File: src/rtl/emisor_partidas.sv
// Game-code emitter: plays a latched pattern of up to five 2-bit game codes
// into the match state machine as J1G/J2G pulses, stopping early on match end or error.
module emisor_partidas (
  input  logic       Clk,
  input  logic       Reset,
  input  logic       Start,
  input  logic [9:0] Patron,
  input  logic [2:0] N_Juegos,
  input  logic       V_J1G3,
  input  logic       V_J2G3,
  input  logic       ERR_11,
  output logic       J1G,
  output logic       J2G,
  output logic       Ocupado,
  output logic       Hecho,
  output logic       Corte,
  output logic [2:0] Emitidos
);

  typedef enum logic [1:0] {
    REPOSO = 2'd0,
    EMITE  = 2'd1,
    PAUSA  = 2'd2,
    FIN    = 2'd3
  } estado_t;

  estado_t    estado_q, estado_d;
  logic [9:0] patron_q, patron_d;
  logic [2:0] total_q, total_d;
  logic [2:0] emitidos_q, emitidos_d;
  logic       j1g_q, j1g_d;
  logic       j2g_q, j2g_d;
  logic       ocupado_q, ocupado_d;
  logic       hecho_q, hecho_d;
  logic       corte_q, corte_d;
  logic [1:0] codigo_s;

  // Emitidos doubles as the game index: both start at 0 and advance together.
  always_comb begin
    case (emitidos_q)
      3'd0:    codigo_s = patron_q[1:0];
      3'd1:    codigo_s = patron_q[3:2];
      3'd2:    codigo_s = patron_q[5:4];
      3'd3:    codigo_s = patron_q[7:6];
      3'd4:    codigo_s = patron_q[9:8];
      default: codigo_s = 2'b00;
    endcase
  end

  // Next-state and next-output logic for the sequencer.
  always_comb begin
    estado_d   = estado_q;
    patron_d   = patron_q;
    total_d    = total_q;
    emitidos_d = emitidos_q;
    ocupado_d  = ocupado_q;
    corte_d    = corte_q;
    j1g_d      = 1'b0;
    j2g_d      = 1'b0;
    hecho_d    = 1'b0;
    case (estado_q)
      REPOSO: begin
        if (Start) begin
          patron_d   = Patron;
          total_d    = (N_Juegos > 3'd5) ? 3'd5 : N_Juegos;
          emitidos_d = 3'd0;
          corte_d    = 1'b0;
          ocupado_d  = 1'b1;
          estado_d   = (total_d != 3'd0) ? EMITE : FIN;
        end else begin
          estado_d = REPOSO;
        end
      end
      EMITE: begin
        j1g_d    = codigo_s[0];
        j2g_d    = codigo_s[1];
        estado_d = PAUSA;
        if (emitidos_q < 3'd5) begin
          emitidos_d = emitidos_q + 3'd1;
        end else begin
          emitidos_d = emitidos_q;
        end
      end
      PAUSA: begin
        if (V_J1G3 || V_J2G3 || ERR_11) begin
          corte_d  = 1'b1;
          estado_d = FIN;
        end else if (emitidos_q == total_q) begin
          estado_d = FIN;
        end else begin
          estado_d = EMITE;
        end
      end
      FIN: begin
        hecho_d   = 1'b1;
        ocupado_d = 1'b0;
        estado_d  = REPOSO;
      end
      default: begin
        ocupado_d = 1'b0;
        estado_d  = REPOSO;
      end
    endcase
  end

  // State and registered outputs; Reset overrides everything.
  always_ff @(posedge Clk) begin
    if (Reset) begin
      estado_q   <= REPOSO;
      patron_q   <= 10'd0;
      total_q    <= 3'd0;
      emitidos_q <= 3'd0;
      j1g_q      <= 1'b0;
      j2g_q      <= 1'b0;
      ocupado_q  <= 1'b0;
      hecho_q    <= 1'b0;
      corte_q    <= 1'b0;
    end else begin
      estado_q   <= estado_d;
      patron_q   <= patron_d;
      total_q    <= total_d;
      emitidos_q <= emitidos_d;
      j1g_q      <= j1g_d;
      j2g_q      <= j2g_d;
      ocupado_q  <= ocupado_d;
      hecho_q    <= hecho_d;
      corte_q    <= corte_d;
    end
  end

  assign J1G      = j1g_q;
  assign J2G      = j2g_q;
  assign Ocupado  = ocupado_q;
  assign Hecho    = hecho_q;
  assign Corte    = corte_q;
  assign Emitidos = emitidos_q;

endmodule

File: config.mk
export PLATFORM = sky130hd
export DESIGN_NAME = emisor_partidas
export DESIGN_NICKNAME = d
export VERILOG_FILES = /design/src/rtl/emisor_partidas.sv
export SDC_FILE = /design/constraint.sdc
export NUM_CORES = 1
export LEC_CHECK = 0
export BUFFER_PORTS_ARGS = -buffer_cell sky130_fd_sc_hd__buf_2
export CAP_MARGIN = 20
export CORE_UTILIZATION = 25
export DETAILED_ROUTE_END_ITERATION = 12
export SYNTH_ARGS = -nofsm -noshare
export SYNTH_HDL_FRONTEND = slang
export SYNTH_SLANG_ARGS = --single-unit
File: constraint.sdc
create_clock -name Clk -period 3.5 [get_ports Clk]
set_input_delay 0.175 -clock Clk [delete_from_list [all_inputs] [get_ports Clk]]
set_output_delay 0.175 -clock Clk [all_outputs]
set_load 0.01 [all_outputs]
==> results.cfg <==
[clock_tree]
numCtsBuffers = 3
clock_sinks = 23
htreeDepth = 1
cts_setup_buffers = 0
cts_resized = 0
clockBufferDepth = 2
hold_buffers = 0
clk_pin_slew_worst_paths_ps = 80
root_buffer = clkbuf_8
clk_latency_ps = 260
cts_tree = done

[worst_hold_path]
min_path_cells = 3
min_to = patron_q[3]$_SDFFE_PP0P_
min_from = Patron[3]
hold_class = input port to flip-flop

[sta]
rsz0062_at_grt = false
finalCriticalPeriod_ps = 1700
worst_pin_slew_ps = 832
setup_tns_ps = 0
fmax_ghz = 0.589
slew_violations = 0
min_period_over_period_pct = 48.5
setup_viol = 0
hold_viol = 0
relSlewSlack_pct = 44.4
fin_skew_ps = 2.52

[route]
drc = 0
vias = 921
via_per_inst = 4.56
firstDrtPassIters = 4
antenna_left = 0
drt_iter0_drc = 11
totalWireLength_mm = 2.31
wl_per_cell_um = 11.4

[worst_setup_path]
r2r-start = Emitidos[0]$_SDFFE_PP0P_
arrival_ps = 1860
worst-r2r-setup-slack_ps = 1800
reg2regPathDepth = 6
reg2reg_to = J2G$_SDFF_PP0_
crit_fanout = 8
critPathCaptureType = flip-flop
required_ps = 3660
start_kind = flip-flop
critical_path_class = flip-flop to flip-flop

[layout]
final_cell_mix = 27 x nand2_1, 26 x buf_2, 23 x dfxtp_1
stdcell_area_um2 = 1260
drive_gt1_share_pct = 21.1
mostFrequentLayoutCell = nand2_1
diodes = 0
areaGrowthSynthToFinish_pct = 18.9
num-nets-final = 177

[logic_synthesis]
yosys_warnings = 0
synth_xor_area_share_pct = 2.47
ys_top_cells_by_area = dfxtp_1 43%, nand2_1 9.5%, a21oi_1 8.0%
syn-cell-area_um2 = 1060
synth-simple-area-share_pct = 23.1
async_flop_share_pct = 0
synth_top_family_by_area = simple AND/OR/NAND/NOR gates
synth_seq_area_share_pct = 43.3
ys_ff_latch = 23
synth_cell_type_count = 30
synth_mux_area_share_pct = 1.88
synthCells = 129
synth.avg_cell_area_um2 = 8.24
synthAdderAreaFrac_pct = 5.88
synth-compound-area-share_pct = 18.5
dominantRegCellSynth = dfxtp_1
synth_edf_count = 0
synth_fp_nets = 153
synth.largest_area_cell = dfxtp_1
synth_top_cell_area_share_pct = 43.3

[power_and_ir_drop]
power_density_nw_per_um2 = 459
power.leakage_nw = 0.543
peakVddDrop_v = 0.000169

[die]
coreArea_um2 = 4030
die-height_um = 67.2
fp-row-count = 23
io_pins = 27
die_x_um = 67.2
die-area_um2 = 4520
start_util_pct = 26.4

[global_routing]
grt_overflow_total = 0
grt_pass1_vias = 932
gr-max-usage-layer = met2
grt_util_met3_pct = 2.53
grt_usage_pct = 12.2
grt_pass1_wl_mm = 4.18
grt_max_degree = 24
grt_antenna_before_repair = 0
met2_usage_pct = 20.1
grtUsageMet1_pct = 15.7

[run]
max_cap_viol_count = 0

[place]
placed_area_um2 = 1220
port_buffers = 26
routabilityCongestion = 0.728
post-dp-hpwl_mm = 1.67

[outcome]
status = completed
==> state kept, by name, summed over array words and instances (netlist names) <==
register / flops
Hecho: 1
J1G: 1
Ocupado: 1
Emitidos: 3
Corte: 1
estado_q: 2
total_q: 3
patron_q: 10
J2G: 1
==> final cells by class <==
type                       count  area, um^2
clock inverter                 1        5.00
tap                           50        62.6
timing repair buffer          26         130
clock buffer                   3        41.3
inverter                       4        15.0
fill                         452        2760
multi-input combinational     95         551
sequential                    23         460
==> metal layers <==
layer  wire length, um  share of wire, %
met5                 0                 0
met4                25               1.1
met3               106               4.6
met2              1080                47
met1              1090                47
==> cell usage after synthesis, types with 2 or more instances <==
master and n:
and3_1 2, clkbuf_1 2, dfxtp_1 23, ha_1 5
nor2_1 9, nand2b_1 2, a22oi_1 2, buf_2 3
nand2_1 27, nor3_1 3, o21ai_0 6, a221oi_1 2
buf_4 2, mux2i_1 2, inv_1 4, a211oi_1 3
and2_1 2, a21oi_1 17, xnor2_1 2
==> per-stage QoR <==
stage          setup slack (ps)  util, %  std cells  hold slack [ps]  power [mW]
2_1_floorplan              1960        -        129              286       0.393
3_3_place_gp               1820     30.2        198              417       0.424
3_5_place_dp               1820     30.2        198              421       0.426
4_1_cts                    1830     31.4        202              136       0.589
5_1_grt                    1540     31.4        202              132       0.622
6_report                   1800     31.4        202              143       0.581
==> worst max-delay path by stage <==
stage,start,to,slack [ps],depth (start not counted)
floorplan,Emitidos[0]$_SDFFE_PP0P_,J2G$_SDFF_PP0_,1960,6
global placement,Emitidos[0]$_SDFFE_PP0P_,J2G$_SDFF_PP0_,1820,6
detailed placement,Emitidos[0]$_SDFFE_PP0P_,J2G$_SDFF_PP0_,1820,6
finish,Emitidos[0]$_SDFFE_PP0P_,J2G$_SDFF_PP0_,1800,6
global route,Emitidos[0]$_SDFFE_PP0P_,J1G$_SDFF_PP0_,1540,6
CTS,Emitidos[0]$_SDFFE_PP0P_,J2G$_SDFF_PP0_,1830,6
==> power by group <==
| group | switching, mW | internal (mW) | leakage, nW |
|---|---|---|---|
| logic | 0.0615 | 0.0476 | 0.330 |
| registers | 0.0233 | 0.286 | 0.188 |
| clock network | 0.0836 | 0.0793 | 0.0255 |
| total | 0.168 | 0.413 | 0.543 |
==> logic make-up (layout without fill, tap and decap cells) <==
| group | count (synthesis) | after routing |
|---|---|---|
| xor+xnor | 3 | 3 |
| compound gates | 33 | 33 |
| flops | 23 | 23 |
| mux | 2 | 2 |
| fa+ha+maj | 5 | 5 |
| simple gates | 52 | 52 |
| buf+inv | 11 | 34 |
==> worst max-delay path, stage by stage, from the launching register on <==
cell      delay (ps)
dfxtp_1          500
inv_1            130
ha_1             280
and3_1           200
a221oi_1         190
o21ai_0          120
and2_1           170
(Power assumes the default switching activity.)
